### config.mk
export PLATFORM = sky130hd
export DESIGN_NAME = seq_detector_param
export DESIGN_NICKNAME = d
export VERILOG_FILES = /design/src/rtl/seq_detector_param.sv
export SDC_FILE = /design/constraint.sdc
export NUM_CORES = 1
export LEC_CHECK = 0
export CAP_MARGIN = 20
export CORE_ASPECT_RATIO = 0.9
export CORE_UTILIZATION = 50
export CTS_CLUSTER_DIAMETER = 40
export DETAILED_ROUTE_END_ITERATION = 6
export PLACE_DENSITY = 0.75
export REMOVE_ABC_BUFFERS = 1
export SETUP_SLACK_MARGIN = 0.02
export SLEW_MARGIN = 30
export SYNTH_ARGS = -nofsm -noshare
export SYNTH_HDL_FRONTEND = slang
export SYNTH_SLANG_ARGS = --single-unit
### constraint.sdc
create_clock -name clk -period 3.25 [get_ports clk]
set_clock_uncertainty 0.2 [all_clocks]
set_input_delay 0.4875 -clock clk [delete_from_list [all_inputs] [get_ports clk]]
set_output_delay 0.4875 -clock clk [all_outputs]
set_load 0.02 [all_outputs]
### src/rtl/seq_detector_param.sv
// Run-time programmable serial pattern detector with registered detect pulse
// and a saturating match counter; resets to an overlapping "11" detector.
module seq_detector_param #(
   parameter int MAX_LEN = 8,
   parameter int CNT_W   = 16,
   parameter int LEN_W   = $clog2(MAX_LEN + 1)
) (
   input  logic               clk,
   input  logic               rst,
   input  logic               cfg_we,
   input  logic [MAX_LEN-1:0] cfg_pattern,
   input  logic [LEN_W-1:0]   cfg_len,
   input  logic               cfg_overlap,
   output logic               cfg_err,
   input  logic               in_valid,
   input  logic               din,
   input  logic               clr_count,
   output logic               detect,
   output logic [CNT_W-1:0]   match_count
);

   typedef enum logic [1:0] {EMPTY, FILLING, PRIMED} state_t;

   localparam logic [LEN_W-1:0] MAX_LEN_L = LEN_W'(MAX_LEN);

   logic [MAX_LEN-1:0] pat_r, pat_nxt;
   logic [LEN_W-1:0]   len_r, len_nxt;
   logic               ovl_r, ovl_nxt;
   logic [MAX_LEN-1:0] hist, hist_nxt;
   logic [LEN_W-1:0]   fill, fill_nxt;
   logic               detect_nxt, cfg_err_nxt;
   logic [CNT_W-1:0]   count_nxt;

   state_t             state;
   logic [MAX_LEN:0]   window;
   logic [MAX_LEN-1:0] mask;
   logic               cfg_ok, load, match;

   // State register: configuration, history, fill counter and registered outputs
   always_ff @(posedge clk or posedge rst) begin
      if (rst) begin
         pat_r       <= MAX_LEN'(2'b11);
         len_r       <= LEN_W'(2);
         ovl_r       <= 1'b1;
         hist        <= '0;
         fill        <= '0;
         detect      <= 1'b0;
         cfg_err     <= 1'b0;
         match_count <= '0;
      end else begin
         pat_r       <= pat_nxt;
         len_r       <= len_nxt;
         ovl_r       <= ovl_nxt;
         hist        <= hist_nxt;
         fill        <= fill_nxt;
         detect      <= detect_nxt;
         cfg_err     <= cfg_err_nxt;
         match_count <= count_nxt;
      end
   end

   // State decode and match evaluation; window carries the full history so
   // the top bit is masked off rather than sliced away
   always_comb begin
      if (fill >= len_r - LEN_W'(1))
         state = PRIMED;
      else if (fill == '0)
         state = EMPTY;
      else
         state = FILLING;
      cfg_ok = (cfg_len != '0) && (cfg_len <= MAX_LEN_L);
      load   = cfg_we && cfg_ok;
      window = {hist, din};
      mask   = {MAX_LEN{1'b1}} >> (MAX_LEN - int'(len_r));
      match  = in_valid && !load && (state == PRIMED) &&
               (((window ^ {1'b0, pat_r}) & {1'b0, mask}) == '0);
   end

   // Next-state logic; a legal config write discards the sample in its cycle
   always_comb begin
      pat_nxt     = pat_r;
      len_nxt     = len_r;
      ovl_nxt     = ovl_r;
      hist_nxt    = hist;
      fill_nxt    = fill;
      detect_nxt  = 1'b0;
      cfg_err_nxt = 1'b0;
      count_nxt   = match_count;
      if (load) begin
         pat_nxt  = cfg_pattern;
         len_nxt  = cfg_len;
         ovl_nxt  = cfg_overlap;
         hist_nxt = '0;
         fill_nxt = '0;
      end else begin
         cfg_err_nxt = cfg_we;
         if (in_valid) begin
            hist_nxt = window[MAX_LEN-1:0];
            fill_nxt = (fill == len_r) ? fill : fill + LEN_W'(1);
            if (match) begin
               detect_nxt = 1'b1;
               if (match_count != '1)
                  count_nxt = match_count + CNT_W'(1);
               if (!ovl_r) begin
                  hist_nxt = '0;
                  fill_nxt = '0;
               end
            end
         end
      end
      if (clr_count)
         count_nxt = '0;
   end

endmodule

# After elaboration in Yosys (flattened, before gate mapping)
# Index checks and enable logic that the tools add are counted.
word_totals:
  reg_bits: 43
  ramBits: 0
  mem_count: 0
  out_inout_bits: 18
  latch_bits: 0
  romBits: 0
  elab_cells: 55
  inputBits: 19
classes:
  div: 0
  shifts: 1
  n_bitwise: 2
  muxes: 20
  add_sub_neg: 4
  order_cmp: 2
  n_mul: 0
  reduce_logical: 14
  n_eq_ne: 4
op_table:
  columns: ["op", "n"]
  rows:
  - ["16-bit two-way mux", 5]
  - ["8-bit two-way mux", 4]
  - ["8-bit by 32-bit >> shifter with 8-bit output (first input constant)", 1]
  - ["4-bit two-way mux", 5]
  - ["16-bit by 1-bit adder with 16-bit output (second input constant)", 1]
  - ["16-bit != test (second input constant)", 1]
  - ["9-bit by 8-bit bitwise AND with 9-bit output", 1]
  - ["9-bit zero test", 1]
  - ["9-bit by 8-bit XOR with 9-bit output", 1]
  - ["2-bit nonzero test", 4]
  - ["1-bit logical AND", 5]
  - ["1-bit two-way mux", 5]
  - ["4-bit by 4-bit subtractor with 5-bit output (first input constant)", 1]
  - ["4-bit by 1-bit adder with 4-bit output (second input constant)", 1]
  - ["4-bit equality test", 1]
  - ["4-bit >= comparator", 1]
  - ["4-bit <= comparator (second input constant)", 1]
  - ["4-bit zero test", 1]
  - ["4-bit AND reduction", 1]
  - ["4-bit nonzero test", 1]
  - ["4-bit by 1-bit subtractor with 4-bit output (second input constant)", 1]
  - ["2-bit equality test (second input constant)", 1]
  - ["2-bit two-way mux", 1]
  - ["2-bit != test (second input constant)", 1]
  - ["1-bit zero test", 1]

# Longest topological paths before layout
logic_depth:
  word_depth: 11
  mapped_depth: 12

# Least setup slack after synthesis
# Ideal clock, no wire load.
synth_path:
  path_kind: "register -> register"
  start: "reg len_r[1]"
  end: "reg match_count[1]"
  t_required_ns: 2.918
  synth_period_minus_slack_ns: 2.640
  slack_ns: 0.610
  path_stages_with_launch: 13
  arrival_ns: 2.308
  path_buffers: 2
  setup_ns: 0.132
  path_cell_list: "dfstp_2 inv_1 ha_1 xnor2_1 ha_1 o21a_1 a21oi_1 a21oi_2 nand3_2 buf_6 buf_2 mux2i_1 nor2_1"
synth_via:
  elab_chain_cells: 8
synth_lines:
  columns: ["element", "line", "rtl"]
  rows:
  - ["from (decl)", "27", "logic [LEN_W-1:0] len_r, len_nxt;"]
  - ["from (signal assigned)", "52", "len_r <= len_nxt;"]
  - ["4-bit by 1-bit subtractor with 4-bit output", "65", "if (fill >= len_r - LEN_W'(1))"]
  - ["4-bit >= comparator", "65", null]
  - ["2-bit two-way mux", "65", null]
  - ["2-bit equality test", "75", "match = in_valid && !load && (state == PRIMED) &&"]
  - ["1-bit logical AND", "75", null]
  - ["1-bit logical AND *", "75", null]
  - ["2-bit nonzero test (no line) *", null, null]
  - ["4-bit AND reduction (no line) *", null, null]
  - ["to (signal assigned)", "58", "match_count <= count_nxt;"]
  - ["to (decl)", "19", "output logic [CNT_W-1:0] match_count"]
# Every way passes the cells marked *; elsewhere a longest branch is shown, timed or not.
# A chain may end at the register's enable or synchronous reset.

# Worst setup path after layout
layout_path:
  start: "reg len_r[1]"
  end: "reg match_count[5]"
# The elaborated chain is that of the path after synthesis.

==> flow_summary.ini <==
[outcome]
status = finished clean

[final_layout]
nFillCells = 344
final_layout_size_suffix_gt1_share_pct = 14.7
nets = 283
final_area_um2 = 2810
antenna_cells = 0
instances_no_fill = 318
syn_to_final_growth_pct = 23.1
ff_latch_area_um2 = 1060
multi_input_area_um2 = 1150

[synthesis]
ys_seq_area_share_pct = 46.3
ys_warn_count = 0
netlist_area_um2 = 2280
synth_top_flop_cell = dfrtp_1
yosysUniqueCellTypes = 44
synthArstFlopShare_pct = 100
synth_edf_count = 0
yosysTopAreaCell = dfrtp_1
ys_seq_elements = 42
syn_inst = 217
avgSynthCellArea_um2 = 10.5
synth_top_area_share_pct = 41.7
synth.area.top_cells = dfrtp_1, mux2_2, dfstp_2, a21oi_1, ha_1

[worst_hold_path]
min_delay_worst_endpoint = pat_r[2]
holdPathStages = 1
hp-start = pat_r[2]
hold_class = flop to flop

[run]
maxCapViolCount = 0

[power_and_ir_drop]
ir_worst_vdd_uv = 337
p_leak_nw = 1.18
p_per_area_nw_per_um2 = 470

[worst_setup_path]
crit_arrival_ns = 3.00
reg2reg_depth = 11
worstPathMaxFanout = 13
cp-start-kind = flop
r2r_slack_ns = 0.26
critPathCaptureType = flop
rr_startpoint = len_r[1]
cp.required_ns = 3.27
startpoint = len_r[1]
crit_type = flop to flop
r2r-end = match_count[5]

[timing]
fmaxAchievable_mhz = 335
worst_pin_slew_ns = 0.597
hold_viol = 0
relSlewSlack_pct = 60.1
drv_slew = 0
period_minus_slack_ns = 2.99
tns_ns = 0
rsz0062_at_grt = no
setup_viol = 0
post-route-period-util_pct = 91.8

[clocking]
clk_latency_ns = 0.30
cts_buffer_depth = 2
cts-root-buf = clkbuf_8
clock_sinks = 42
postCtsSetupRepairBufs = 0
htreeDepth = 2
cts_tree = built
cts_made_buffers = 5
holdBufCountCts = 0
clkTransAtPathRegs_ns = 0.08
postCtsResizedCells = 0

[routing]
routed_wl_um = 4630
antenna_left = 0
drc = 0
drtIter0Drc = 59
wl_per_cell_um = 14.6
num_vias = 1786
drtPass1Iterations = 4
vias_per_cell = 5.62

[global_route]
grt_overflow = 0
globalRouteTotalUtil_pct = 22.6
antenna_found_initial = 0
grt_pass1_wl_um = 8110
grt_pass1_vias = 1756
grt_max_degree = 43

[placed_design]
hpwl_um = 3330
portBuffers = 36
gp_congestion = 0.803
placed_cells = 310
place_area_um2 = 2710

[die]
start_util_pct = 54.1
die_y_um = 66.0
coreArea_um2 = 4210
rows = 22
pin_count = 37
dieArea_um2 = 4830
die_x_um = 73.2
[through the flow]
stage	setup WS (ns)	hold WS (ns)	total power [mW]	util, %
finish	0.265	0.337	1.32	66.6
CTS	0.268	0.341	1.33	66.6
global placement	0.347	0.307	0.964	64.4
global route	0.0510	0.356	1.41	66.6
floorplan	0.455	0.287	0.872	-
detailed placement	0.278	0.324	0.977	64.4
[registers in the layout, summed over array words and instances (netlist names)]
signal,flops
hist,7
detect,1
pat_r,8
len_r,4
cfg_err,1
match_count,16
fill,4
ovl_r,1
[cell usage after synthesis (all sizes together), types with 7 or more instances]
master / count
inv: 7
o21ai: 13
nand4: 10
nand3: 9
xnor2: 8
nor2: 7
or3: 9
dfrtp: 38
a22o: 8
mux2: 12
ha: 7
xor2: 7
a21oi: 21
nand2: 9
[how the worst max path moves through the flow]
stage	end	slack, ns	cells after the start
final	match_count[5]	0.26	11
after floorplan	match_count[15]	0.45	10
after detailed placement	match_count[5]	0.28	9
after global routing	match_count[6]	0.05	10
after global placement	match_count[5]	0.35	9
after CTS	match_count[5]	0.27	11
[kinds of logic after synthesis]
family	share of synthesized area [%]
adders and majority gates	3.84
xor gates and xnor gates	5.77
AOI/OAI and AO/OA	16.6
muxes	6.81
buffers and inverters	3.13
DFF	46.3
and+or+nand+nor	17.5
[layout make-up]
cell class | count | share of cell area (%)
Clock buffer | 7 | 3.08
Clock inverter | 1 | 0.178
Inverter | 7 | 0.937
Multi-Input combinational cell | 159 | 41.0
Sequential cell | 42 | 37.6
Tap cell | 60 | 2.68
Timing Repair Buffer | 42 | 14.5
[placed cells by master, fill, tap and decap left out, types with 6 or more instances in the layout]
| master | netlist | layout |
|---|---|---|
| a21oi_1 | 20 | 20 |
| a22o_1 | 8 | 8 |
| buf_4 | 0 | 6 |
| clkbuf_8 | 0 | 6 |
| clkdlybuf4s50_1 | 0 | 36 |
| dfrtp_1 | 38 | 38 |
| ha_1 | 7 | 7 |
| inv_1 | 7 | 7 |
| mux2_2 | 12 | 12 |
| nand2_1 | 8 | 8 |
| nand3_1 | 7 | 7 |
| nand4_1 | 10 | 10 |
| nor2_1 | 6 | 6 |
| o21ai_0 | 13 | 13 |
| or3_1 | 9 | 9 |
| xnor2_1 | 8 | 8 |
| xor2_1 | 7 | 7 |
[report_power, final]
group	switching, mW	leakage [nW]	total [mW]	internal, mW
Clock	0.180	0.0482	0.351	0.171
Combinational	0.167	0.581	0.336	0.168
Sequential	0.0554	0.549	0.632	0.576
[worst max-delay path, cell delays in order, from the launching register on]
cell,delay (ns)
dfstp_2,0.58
inv_1,0.05
ha_1,0.22
xnor2_1,0.34
ha_1,0.25
o21a_1,0.12
a21oi_1,0.06
a21oi_2,0.21
nand3_2,0.11
buf_4,0.20
or4_1,0.41
a21oi_1,0.15
[layer usage]
metal,vias up,wire length [µm],GRT usage [%]
li1,889,-,-
met1,857,2300,30.1
met3,11,157,5.64
met4,0,88,9.80
met2,29,2090,35.0
met5,-,0,0
Power figures use the tool's default switching activity.
==> edit: new RTL, same flow settings <==
Reset style: synchronous (`rst`), changed in one clocked block.
--- a/src/rtl/seq_detector_param.sv
+++ b/src/rtl/seq_detector_param.sv
@@ -39,3 +39,3 @@
    // State register: configuration, history, fill counter and registered outputs
-   always_ff @(posedge clk or posedge rst) begin
+   always_ff @(posedge clk) begin
       if (rst) begin
Function: differs if rst is asserted again (counterexample within 4 cycles, from zero or initial values and one cycle with rst high); with rst held inactive, the same outputs for 10 cycles.
==> edit against the original RTL <==
- wire length increased by 5.2%
- hold slack got worse by 0.046 ns
- die area decreased by 2.2%
- design area decreased by 0.89%
- setup slack improved by 0.00077 ns
- synthesized area decreased by 2.3%
- first-iteration DRC count increased to 2.8 times the old value
- sequential cell count unchanged
- utilization decreased by 0.16 points
- count of clock-buffer cells in the layout decreased by 1
- critical endpoint is now match_count[8]
- largest cell class unchanged
Power is not compared: it rests on default switching activity, and its combinational part moved more than twofold at a synthesized area within 25%.
==> edit: results (changes against the original RTL) <==
dr.first_iter.drc_count: 165  # +180%
r2r-end: "match_count[8]"
grt_max_degree: 31  # -28%
synth_commonest_cells: "dfxtp_1 (42), nor2_1 (23), a21oi_1 (22)"
worst_pin_slew_ns: 0.901  # +0.304 ns
r2r_slack_ns: 0.27  # about the same
nFillCells: 365  # +6.1%
async_flop_share_pct: 0  # -100 points
first_global_vias: 1812  # +3.2%
final_cells: 349  # +9.7%
grt_first_pass_wirelength_mm: 8.31  # +2.4%
syn_inst: 254  # +17%
rr_startpoint: "len_r[0]"
yosys.area.top_type: "dfxtp_1"
synth_cell_types: 43  # -2.3%
crit_arrival_ns: 3.01  # about the same
dr.pass1.iters: 5  # +1
hold_end: "ovl_r"
viasPerCell: 5.65  # +0.61%
ys_seq_area_share_pct: 37.8  # -8.6 points
dp.cells: 342  # +10%
critPathMaxFanout: 30  # +17
wl_mm: 4.87  # +5.2%
outcome: "finished clean"
synth_area_leaders: "dfxtp_1 (38%), a21oi_1 (4.9%), xnor2_1 (4.7%)"
grt_use_total_pct: 22.8  # +0.18 points
hpwl_mm: 3.54  # +6.3%
nets: 315  # +11%
hp-start: "ovl_r"
place_congestion: 0.827  # +3.1%
==> edit: where the power goes <==
| part | leakage [nW] | total [W] | internal (W) | switching [W] |
|---|---|---|---|---|
| logic | 0.620 | 0.000151 | 0.0000750 | 0.0000757 |
| registers | 0.341 | 0.000540 | 0.000528 | 0.0000121 |
| clock network | 0.0573 | 0.000424 | 0.000246 | 0.000178 |
==> edit: per-stage QoR <==
stage	cell area (sq um)	total power, W	worst slack (ns)	util, %	hold slack [ns]
finish	2780	0.00112	0.266	66.4	0.291
global placement	2670	0.000699	0.243	63.8	0.270
floorplan	2170	0.000638	0.233	-	0.254
global route	2780	0.00117	0.0551	66.4	0.327
CTS	2780	0.00112	0.261	66.4	0.292
detailed placement	2670	0.000703	0.175	63.8	0.273
==> edit: worst max path at each step <==
stage / slack (ns) / cells after the start / from / end
after floorplan: 0.23 / 10 / len_r[0] / match_count[14]
after global placement: 0.24 / 8 / cfg_len[0] / match_count[12]
after detailed placement: 0.18 / 8 / cfg_len[0] / match_count[8]
after CTS: 0.26 / 11 / len_r[0] / match_count[8]
after global routing: 0.06 / 11 / len_r[0] / match_count[12]
final: 0.27 / 11 / len_r[0] / match_count[8]
==> edit: final cells by class <==
| type | instances | area share [%] |
|---|---|---|
| flip-flops and latches | 42 | 30.2 |
| inverters | 10 | 1.35 |
| repair buffers | 43 | 15.3 |
| well taps | 60 | 2.70 |
| multi-input cells | 187 | 46.4 |
| clock buffers | 6 | 2.97 |
| clock inverters | 1 | 1.08 |
==> edit: cell families after synthesis <==
| kind of cell | after synthesis | synth area share (%) |
|---|---|---|
| compound gates | 66 | 20.2 |
| xor+xnor | 16 | 7.14 |
| fa+ha+maj | 7 | 3.93 |
| buf+inv | 25 | 4.38 |
| flops | 42 | 37.8 |
| mux | 9 | 4.05 |
| simple gates | 89 | 22.5 |
==> edit: critical path, stage by stage (launching register included) <==
cell and delay, ns:
dfxtp_1 0.46, inv_1 0.11, ha_1 0.29, xnor2_4 0.18, ha_1 0.28, o21a_1 0.10, o21ai_0 0.09, nor3b_2 0.21
nand3_1 0.14, buf_12 0.20, or4_1 0.51, a21oi_1 0.15
==> edit: routing by layer <==
layer / track usage [%] / routed length [um] / up-vias
li1: - / - / 1010
met1: 30.8 / 2510 / 926
met2: 34.6 / 2140 / 34
met3: 7.21 / 190 / 2
met4: 7.11 / 27 / 0
met5: 0 / 0 / -
